`src/rtl/led_pwm_driver.sv`:
```
// LED driver: off / direct counter bit / PWM breathe / tick-stepped blink pattern.
// Define LED_PWM_DRIVER_GAMMA_EN to map breathe brightness through a square-law duty.
module led_pwm_driver #(
    parameter int DIRECT_BIT    = 17,
    parameter int STEP_DIV_BITS = 16
) (
    input  logic        Clock,
    input  logic        Reset,
    input  logic [31:0] Counter,
    input  logic [1:0]  Mode,
    input  logic [7:0]  Pattern,
    output logic        LED,
    output logic [7:0]  Level,
    output logic [1:0]  Phase
);

    typedef enum logic [1:0] {
        IDLE = 2'd0,
        RISE = 2'd1,
        TOP  = 2'd2,
        FALL = 2'd3
    } phase_t;

    localparam logic [1:0] MODE_OFF     = 2'b00;
    localparam logic [1:0] MODE_DIRECT  = 2'b01;
    localparam logic [1:0] MODE_BREATHE = 2'b10;
    localparam logic [1:0] MODE_PATTERN = 2'b11;
    localparam logic [STEP_DIV_BITS-1:0] PRESC_ONE = 1;

    // Declaration initialisers give the power-up state while Reset is still held.
    phase_t                   state     = IDLE;
    logic [7:0]               level_q   = '0;
    logic [7:0]               pwm_cnt   = '0;
    logic [STEP_DIV_BITS-1:0] prescaler = '0;
    logic [2:0]               pat_idx   = '0;
    logic                     led_q     = 1'b0;

    phase_t     state_next;
    logic [7:0] level_next;
    logic [7:0] duty;
    logic       led_next;
    logic       tick;
    logic       unused_counter;

    assign tick           = &prescaler;
    assign unused_counter = ^Counter;

`ifdef LED_PWM_DRIVER_GAMMA_EN
    logic [15:0] level_sq;
    logic        unused_sq_low;
    assign level_sq      = {8'd0, level_q} * {8'd0, level_q};
    assign duty          = level_sq[15:8];
    assign unused_sq_low = ^level_sq[7:0];
`else
    assign duty = level_q;
`endif

    // Leaving breathe mode always parks the FSM so re-entry restarts from zero.
    always_comb begin
        state_next = state;
        level_next = level_q;
        if (Mode != MODE_BREATHE) begin
            state_next = IDLE;
            level_next = '0;
        end else begin
            case (state)
                IDLE: begin
                    state_next = RISE;
                    level_next = '0;
                end
                RISE: if (tick && level_q != 8'hFF) begin
                    level_next = level_q + 8'd1;
                    if (level_q == 8'd254) state_next = TOP;
                end
                TOP: if (tick) begin
                    state_next = FALL;
                    level_next = level_q - 8'd1;
                end
                FALL: if (tick && level_q != 8'd0) begin
                    level_next = level_q - 8'd1;
                    if (level_q == 8'd1) state_next = RISE;
                end
                default: begin
                    state_next = IDLE;
                    level_next = '0;
                end
            endcase
        end
    end

    always_comb begin
        led_next = 1'b0;
        case (Mode)
            MODE_OFF:     led_next = 1'b0;
            MODE_DIRECT:  led_next = Counter[DIRECT_BIT];
            MODE_BREATHE: led_next = (pwm_cnt < duty);
            MODE_PATTERN: led_next = Pattern[pat_idx];
            default:      led_next = 1'b0;
        endcase
    end

    always_ff @(posedge Clock) begin
        if (Reset) begin
            state     <= IDLE;
            level_q   <= '0;
            pwm_cnt   <= '0;
            prescaler <= '0;
            pat_idx   <= '0;
            led_q     <= 1'b0;
        end else begin
            state     <= state_next;
            level_q   <= level_next;
            pwm_cnt   <= pwm_cnt + 8'd1;
            prescaler <= prescaler + PRESC_ONE;
            led_q     <= led_next;
            if (Mode != MODE_PATTERN) pat_idx <= '0;
            else if (tick)            pat_idx <= pat_idx + 3'd1;
        end
    end

    assign LED   = led_q;
    assign Level = level_q;
    assign Phase = state;

endmodule

```
`config.mk`:
```
export PLATFORM = sky130hd
export DESIGN_NAME = led_pwm_driver
export DESIGN_NICKNAME = d
export VERILOG_FILES = /design/src/rtl/led_pwm_driver.sv
export SDC_FILE = /design/constraint.sdc
export NUM_CORES = 1
export LEC_CHECK = 0
export CAP_MARGIN = 30
export CORE_MARGIN = 2
export CORE_UTILIZATION = 52
export CTS_BUF_LIST = sky130_fd_sc_hd__clkbuf_2
export CTS_CLUSTER_DIAMETER = 80
export DETAILED_ROUTE_END_ITERATION = 8
export PLACE_DENSITY = 0.9
export SKIP_CTS_REPAIR_TIMING = 1
export SLEW_MARGIN = 20
export SYNTH_ARGS = -nofsm -noshare
export SYNTH_HDL_FRONTEND = slang
export SYNTH_SLANG_ARGS = --single-unit
```
`constraint.sdc`:
```
create_clock -name Clock -period 2.25 [get_ports Clock]
set_input_delay 0.5625 -clock Clock [delete_from_list [all_inputs] [get_ports Clock]]
set_output_delay 0.5625 -clock Clock [all_outputs]
set_load 0.02 [all_outputs]
```
==> results.json <==
{
  "status": "complete, no violations",
  "synth_cells": 265,
  "slowest_delay_ns": 0.66,
  "die_w_um": 70.9,
  "viasPerCell": 5.81,
  "grt_pass1_wl_um": 7970,
  "synth-edff-count": 0,
  "rsz0062_at_grt": "no",
  "path_cells": "clkdlybuf4s50_1",
  "syn-num-nets": 329,
  "overflow": 0,
  "drive_above_1_share_pct": 12.6,
  "comb_power_share_pct": 9.4,
  "slew-limit-headroom_pct": 74.3,
  "yosysSeqAreaShare_pct": 32.7,
  "cp_max_fo": 7,
  "dp.cells": 339,
  "ys_warn_count": 0,
  "drcViolationCount": 0,
  "ys_types": 50,
  "synth_ff_type": "dfxtp_1",
  "clock-root-buffer": "clkbuf_2",
  "cts_made_buffers": 5,
  "p_per_area_mw_per_mm2": 451,
  "p_seq_share_pct": 57.4,
  "clock_path_buffers": 2,
  "routedWlPerCell_um": 14.3,
  "synth_xor_area_share_pct": 7.91,
  "setup_viol": 0,
  "skew_ns": 0.00877,
  "port_buffers": 23,
  "end_kind": "output port",
  "required_ns": 1.69,
  "clockPowerShare_pct": 33.2,
  "rows": 24,
  "swShare_pct": 23.9,
  "worst_hold_path_type": "flip-flop to flip-flop",
  "ys_seq_elements": 38,
  "p_leak_nw": 0.996,
  "dp_hpwl_um": 3690,
  "fin_cells": 346,
  "synthAdderAreaFrac_pct": 10.8,
  "grt_max_degree": 27,
  "fp.dieH_um": 70.9,
  "maxSlewViolCount": 0,
  "gp_congestion": 0.935,
  "fillers": 363,
  "hold_viol_final": 0,
  "crit_family": "buffers and inverters",
  "grt_usage_pct": 19.8,
  "power_switching_w": 0.000290,
  "avgSynthCellArea_um2": 8.77,
  "worst_pin_slew_ns": 0.385,
  "antenna_found_initial": 0,
  "internal-power_w": 0.000924,
  "drt_iter0_markers": 176,
  "synth_top_family_by_area": "simple AND/OR/NAND/NOR gates",
  "fp.coreArea_mm2": 0.00432,
  "start_util_pct": 53.8,
  "synth_compound_area_share_pct": 14.0,
  "critPathBufInv": 1,
  "fin_crit_sh_pct": 95.5,
  "ant_nets": 0,
  "clkTransAtPathRegs_ns": 0.19,
  "peakVddDrop_v": 0.000209,
  "slowest_stage": "clkdlybuf4s50_1",
  "synth_area_mm2": 0.00232,
  "clock_latency_ns": 0.38,
  "cts_sinks": 38,
  "final_util_pct": 62.2,
  "path_class": "flip-flop to output port",
  "n_antenna_cell": 0,
  "cts.htree.levels": 2,
  "grt_pass1_vias": 1812,
  "die_area_mm2": 0.00502,
  "maxCapViolCount": 0,
  "detailroute.via_count": 2011,
  "fin_crit_ns": 2.15,
  "start_kind": "flip-flop",
  "final.setup.tns_ns": 0,
  "nets": 358,
  "yosys.area_share.simple_pct": 25.8,
  "muxShareOfSynthArea_pct": 3.77,
  "arrival_ns": 1.59,
  "tritoncts": "yes",
  "drt_pass1_iterations": 6,
  "routed_wl_um": 4940,
  "ys_async_sr_fraction_pct": 0,
  "fmax_ghz": 0.465,
  "pin_count": 55,
  "syn_to_final_growth_pct": 15.7
}
==> cell type report <==
| cell class | instances | area [um^2] | share of cell area, % |
|---|---|---|---|
| Tap cell | 52 | 65.1 | 2.42 |
| Inverter | 15 | 56.3 | 2.09 |
| Clock inverter | 2 | 33.8 | 1.26 |
| Clock buffer | 5 | 25.0 | 0.930 |
| Sequential cell | 38 | 764 | 28.4 |
| Timing Repair Buffer | 32 | 298 | 11.1 |
| Multi-Input combinational cell | 202 | 1450 | 53.8 |
==> power groups by stage <==
stage | sequential (W) | clock (W) | combinational (W)
finish | 0.000696 | 0.000403 | 0.000115
global route | 0.000698 | 0.000442 | 0.000124
CTS | 0.000696 | 0.000413 | 0.000115
detailed placement | 0.000710 | 0 | 0.000114
global placement | 0.000709 | 0 | 0.000109
floorplan | 0.000711 | 0 | 0.0000659
==> cell usage after synthesis (3+ instances only) <==
library cell / count / area, um^2
or3_1: 3 / 18.8
inv_1: 15 / 56.3
dfxtp_1: 38 / 761
buf_2: 3 / 15.0
a21oi_1: 17 / 85.1
nor3_1: 5 / 25.0
nand3_1: 16 / 80.1
o21ai_0: 9 / 45.0
nor2_1: 31 / 116
nand2_1: 19 / 71.3
nor2b_1: 3 / 18.8
clkbuf_1: 4 / 15.0
and3_1: 10 / 62.6
xnor2_1: 9 / 78.8
xor2_1: 12 / 105
ha_1: 20 / 250
mux4_2: 3 / 67.6
nand4_1: 7 / 43.8
==> stage by stage <==
stage          area (um^2)  hold WS [ns]  setup slack, ns  total power (W)
5_1_grt               2690         0.499           0.0309          0.00126
3_5_place_dp          2630         0.443            0.211         0.000824
4_1_cts               2690         0.472          -0.0199          0.00122
2_1_floorplan         2320         0.418            0.178         0.000777
6_report              2690         0.470            0.101          0.00121
3_3_place_gp          2630         0.429            0.205         0.000819
==> metal layers <==
metal	track usage (%)	share of wire, %	up-vias
met3	4.42	6.8	14
met2	33.3	47	81
met4	9.22	2.4	0
li1	-	-	991
met5	0	0	-
met1	24.2	44	925
==> layout by cell type (no fill, tap or decap), types with 2 or more instances in the layout <==
master,n
a211oi_1,2
inv_1,15
a21oi_1,17
dfxtp_1,35
dfxtp_2,3
buf_4,9
nand2_1,19
nor2_1,31
nand4_1,7
mux2i_1,2
or3_1,3
nand3_2,2
nor3_1,5
a31oi_1,2
ha_1,20
xor2_1,12
a21o_1,2
nor4_1,2
nand3b_1,2
mux4_2,3
and3_1,10
o21ai_0,9
o2111ai_1,2
clkdlybuf4s50_1,23
clkbuf_2,5
nor2b_1,3
nand3_1,16
xnor2_1,9
==> state kept, by name (all words and copies together) (netlist names) <==
signal	flops
prescaler	16
pwm_cnt	8
LED	1
Level	8
Phase	2
pat_idx	3
==> cell families (layout without fill, tap and decap cells) <==
family / after synthesis / count (layout)
buffers and inverters: 25 / 54
AOI/OAI and AO/OA: 45 / 45
and+or+nand+nor: 111 / 111
xor gates and xnor gates: 21 / 21
DFF: 38 / 38
muxes: 5 / 5
adders and majority gates: 20 / 20
==> worst paths after layout <==
check | to | from | cells after the start | slack, ns
setup / recovery | Level[6] | Level[6] | 1 | 0.10
hold / removal | prescaler[0] | prescaler[0] | 1 | 0.47
setup reg to reg | Level[4] | Level[0] | 7 | 0.24
hold reg to reg | prescaler[0] | prescaler[0] | 1 | 0.47
(Power assumes the default switching activity.)
==> RTL change 1 (same flow settings) <==
Make the reset (`Reset`) asynchronous in one clocked block.
--- a/src/rtl/led_pwm_driver.sv
+++ b/src/rtl/led_pwm_driver.sv
@@ -101,3 +101,3 @@
 
-    always_ff @(posedge Clock) begin
+    always_ff @(posedge Clock or posedge Reset) begin
         if (Reset) begin
Function: differs if Reset is asserted again (counterexample within 4 cycles, from zero or initial values and one cycle with Reset high); with Reset held inactive, the same outputs for 10 cycles.
==> RTL change 1 against the original RTL <==
- setup slack got worse by 0.024 ns
- synthesized area rose by 1.1%
- clock power fell by 28%
- sequential power up 1%
- register-to-register slack worse by 0.13 ns
- wire length decreased by 2.1%
- clock skew rose by 0.011 ns
- power up 0.31%
- final area is 0.51% higher
- cell count fell by 6.1%
- critical path depth unchanged
- via count fell by 3.7%
- sequential cell count unchanged
- critical endpoint is now Level[1]
==> RTL change 1: results (changes against the original RTL) <==
metric,value,unit,change
status,"complete, no violations",,
clk_pin_slew,0.17,ns,-0.02 ns
clk_share,1.30,%,-0.89 points
ys.flop_type,dfrtp_1,,
fin_skew,0.0197,ns,+0.0109 ns
dpl_cell_area,2660,sq um,+1.4%
dp_cells,318,,-6.2%
fin_cells,325,,-6.1%
drive_gt1_share,12.1,%,-0.50 points
buffer_area_share,11.0,%,-0.056 points
sh_seq_area,35.4,%,+6.9 points
setup_ws,0.0767,ns,-0.0241 ns
firstDrtPassIters,5,,-1
multi_input_area_share,47.6,%,-6.2 points
r2r_slack,0.11,ns,-0.13 ns
yosys-top-cells-count,"38 x dfrtp_1, 23 x nand2_1, 19 x ha_1, 18 x nor2_1, 17 x inv_1",,
wirelength,4830,um,-2.1%
vdd_drop_max,198,uV,-5.1%
synth.area.top_cells,"dfrtp_1 40%, ha_1 10%, xnor2_1 4.8%",,
netlist_instances,241,,-9.1%
grt_max_degree,39,,+44%
seq_area_frac_synth,40.5,%,+7.7 points
ys_types,49,,-2.0%
dp_hpwl,3510,um,-4.8%
async_reset_ff_share,100,%,+100 points
grt_pass1_vias,1880,,+3.8%
inverters_excl_clock,17,,+2
routed_via_density,5.96,,+2.5%
worstPathMaxFanout,9,,+2
grt_pass1_wl,8460,um,+6.1%
## RTL change 1: cell count changes after synthesis, sizes merged, moves of 4 or more
cell | unedited run | this run
o22ai | 1 | 5
dfxtp | 38 | 0
dfrtp | 0 | 38
nand3 | 18 | 9
xnor2 | 9 | 13
nor2 | 33 | 18
and3 | 10 | 4
a21oi | 18 | 7
nand2 | 19 | 23
a31oi | 4 | 8
## RTL change 1: path summary, 6_finish.rpt
path	start	to	cells after the start
max	Level[1]	Level[1]	1
min	prescaler[0]	prescaler[0]	1
max reg2reg	Level[6]	Phase[0]	5
min reg2reg	prescaler[0]	prescaler[0]	1
max in group asynchronous	Reset	Level[0]	3
min in group asynchronous	Reset	Phase[1]	3
## RTL change 1: where the power goes
part           switching, mW  internal (mW)
logic                  0.112          0.107
registers             0.0123          0.694
clock network          0.225         0.0672
total                  0.349          0.868
## RTL change 1: cells by family (layout without fill, tap and decap cells)
family / count (synthesis) / count (layout) / share of synthesized area [%]
buffers and inverters: 24 / 56 / 4.79
adder cells (fa/ha/maj): 19 / 19 / 10.1
AO/OA/AOI/OAI: 44 / 44 / 13.0
multiplexers: 6 / 6 / 3.62
XOR/XNOR: 23 / 23 / 8.57
flip-flops: 38 / 38 / 40.5
AND/OR/NAND/NOR: 87 / 87 / 19.4
## RTL change 1: through the flow
step / setup TNS [ns] / hold WS, ns / utilization (%)
final: 0 / 0.465 / 62.1
after global routing: 0 / 0.501 / 62.1
after CTS: -0.0286 / 0.466 / 62.0
after detailed placement: 0 / 0.444 / 61.2
after global placement: 0 / 0.438 / 61.2
after floorplan: 0 / 0.421 / -
## RTL change 1: metal layers
metal | wire (um) | global-route usage [%]
met1 | 2070 | 27.8
met2 | 2280 | 32.1
met3 | 344 | 5.49
met4 | 138 | 10.3
met5 | 0 | 0
==> RTL change 2 (same settings) <==
Made on the original files. Change the parameter `STEP_DIV_BITS` from 16 to 18.
--- a/src/rtl/led_pwm_driver.sv
+++ b/src/rtl/led_pwm_driver.sv
@@ -4,3 +4,3 @@
     parameter int DIRECT_BIT    = 17,
-    parameter int STEP_DIV_BITS = 16
+    parameter int STEP_DIV_BITS = 18
 ) (
Function: no difference found for any inputs over 10 cycles, from zero or initial values and one cycle with Reset high; that may be too few to reach the edited logic, so the function may still have changed.
==> RTL change 2 against the original RTL <==
- cell count is 1.2% higher
- clock skew is 0.0082 ns higher
- non-clock buffer count is 3 higher
- wire length is 2.6% lower
- sequential power is 5.3% higher
- synthesized area is 0.11% higher
- sequential cell count is 2 higher
- maximum frequency is 1.3% lower
- setup slack worse by 0.029 ns
- global-route usage is 0.32 points lower
- power is 5.0% lower
- final area is 0.51% higher
- first-iteration DRC count is 3.4% lower
- clock power is 24% lower
- critical path type unchanged
==> RTL change 2: results (changes against the original RTL) <==
metric,value,unit,change
clk_pin_slew,0.21,ns,+0.02 ns
nNetsFinal,361,,+0.84%
async_reset_ff_share,0,%,unchanged
regMostFlops,prescaler,,
firstDrtPassIters,4,,-2
r2r_slack,0.17,ns,-0.07 ns
largest_reg_flops,18,,+2
grt_pass1_wl,7940,um,-0.43%
wl_per_cell,13.7,um,-3.7%
drt-initial-drc-count,170,,-3.4%
status,"complete, no violations",,
arrival,1.62,ns,+0.03 ns
seq_area_frac_synth,34.4,%,+1.7 points
slowest_stage,clkdlybuf4s50_1,,
syn-num-nets,330,,+0.30%
port_buffers,23,,unchanged
p_leak,0.982,nW,-1.5%
insertion_delay,0.39,ns,
tightest_slew,0.409,ns,+0.0245 ns
synth-edff-count,0,,unchanged
cp_slowest_stage_delay,0.67,ns,
dp_hpwl,3580,um,-3.0%
ys_types,50,,unchanged
crit_family,buffers and inverters,,
dp_cells,341,,+0.59%
vias,2027,,+0.80%
synth.area.top_cells,"dfxtp_1 34%, ha_1 10%, nor2_1 5.6%",,
vdd_drop_max,295,uV,+41%
ys_warn_count,0,,unchanged
hold_path_class,flip-flop to flip-flop,,
drive_gt1_share,11.4,%,-1.2 points
cts_buffers,5,,unchanged
synth_area_per_cell,8.72,sq um,-0.64%
cts_root_buf,clkbuf_2,,
grt_max_degree,21,,-22%
yosys-top-cells-count,"40 x dfxtp_1, 35 x nor2_1, 20 x nand3_1, 19 x ha_1, 15 x inv_1",,
fin_skew,0.0170,ns,+0.00820 ns
grt_pass1_vias,1901,,+4.9%
worstPathMaxFanout,11,,+4
gp_congestion,0.849,,-9.3%
antenna_cells,0,,unchanged
grtUsageTotal,19.5,%,-0.32 points
cts_max_path_buffers,2,,unchanged
wirelength,4810,um,-2.6%
==> RTL change 2: changes by cell type after synthesis, sizes merged, moves of 3 or more <==
cell	before	now
a21oi	18	10
a31oi	4	1
and3	10	4
nand2	19	12
nand3	18	21
nand4	7	10
o22ai	1	4
o31ai	0	7
or3	3	6
xnor2	9	13
xor2	12	9
==> RTL change 2: stage by stage <==
step | hold slack [ns] | setup slack [ns] | power [mW] | instance area (sq um) | util, %
floorplan | 0.421 | 0.221 | 0.808 | 2330 | -
global placement | 0.438 | 0.178 | 0.855 | 2650 | 61.3
detailed placement | 0.456 | 0.110 | 0.858 | 2650 | 61.3
CTS | 0.484 | 0.0378 | 1.16 | 2690 | 62.1
global route | 0.516 | 0.00907 | 1.20 | 2700 | 62.5
finish | 0.487 | 0.0721 | 1.15 | 2700 | 62.5
==> RTL change 2: power breakdown <==
group          switching (mW)  total, mW  internal (mW)
Clock                   0.238      0.306         0.0686
Sequential             0.0113      0.733          0.721
Combinational          0.0532      0.114         0.0611
Total                   0.302       1.15          0.851
==> RTL change 2: worst register-to-register path: stages (launching register included) <==
cell and delay, ns:
dfxtp_1 0.42, ha_1 0.25, nand3_4 0.13, nor3_4 0.27
a31oi_1 0.20, a221oi_2 0.43, mux2i_1 0.24, nor2_1 0.05
==> RTL change 2: kinds of logic after synthesis <==
kind of cell / synth area share [%]
AND/OR/NAND/NOR: 23.7
AO/OA/AOI/OAI: 15.5
multiplexers: 3.23
buffers and inverters: 4.68
adder cells (fa/ha/maj): 10.2
flip-flops: 34.4
XOR/XNOR: 8.28
==> RTL change 2: area by class of cell <==
type                    instances  area [sq um]
well taps                      52          65.1
multi-input cells             200          1420
clock buffers                   5          25.0
fillers                       372          1620
flip-flops and latches         40           803
clock inverters                 2          12.5
inverters                      16          60.1
repair buffers                 35           320
==> RTL change 2: path summary, 6_finish.rpt <==
path,start,cells past startpoint,to
setup / recovery,Level[2],1,Level[2]
setup reg to reg,prescaler[0],7,Phase[1]
hold reg to reg,pwm_cnt[0],1,pwm_cnt[0]
hold / removal,pwm_cnt[0],1,pwm_cnt[0]
==> RTL change 2: routing by layer <==
metal	vias up	routed length, um	GRT usage (%)
met1	932	2090	23.2
met2	70	2340	34.8
met5	-	0	0
met3	6	346	4.99
met4	0	42	5.66
li1	1019	-	-
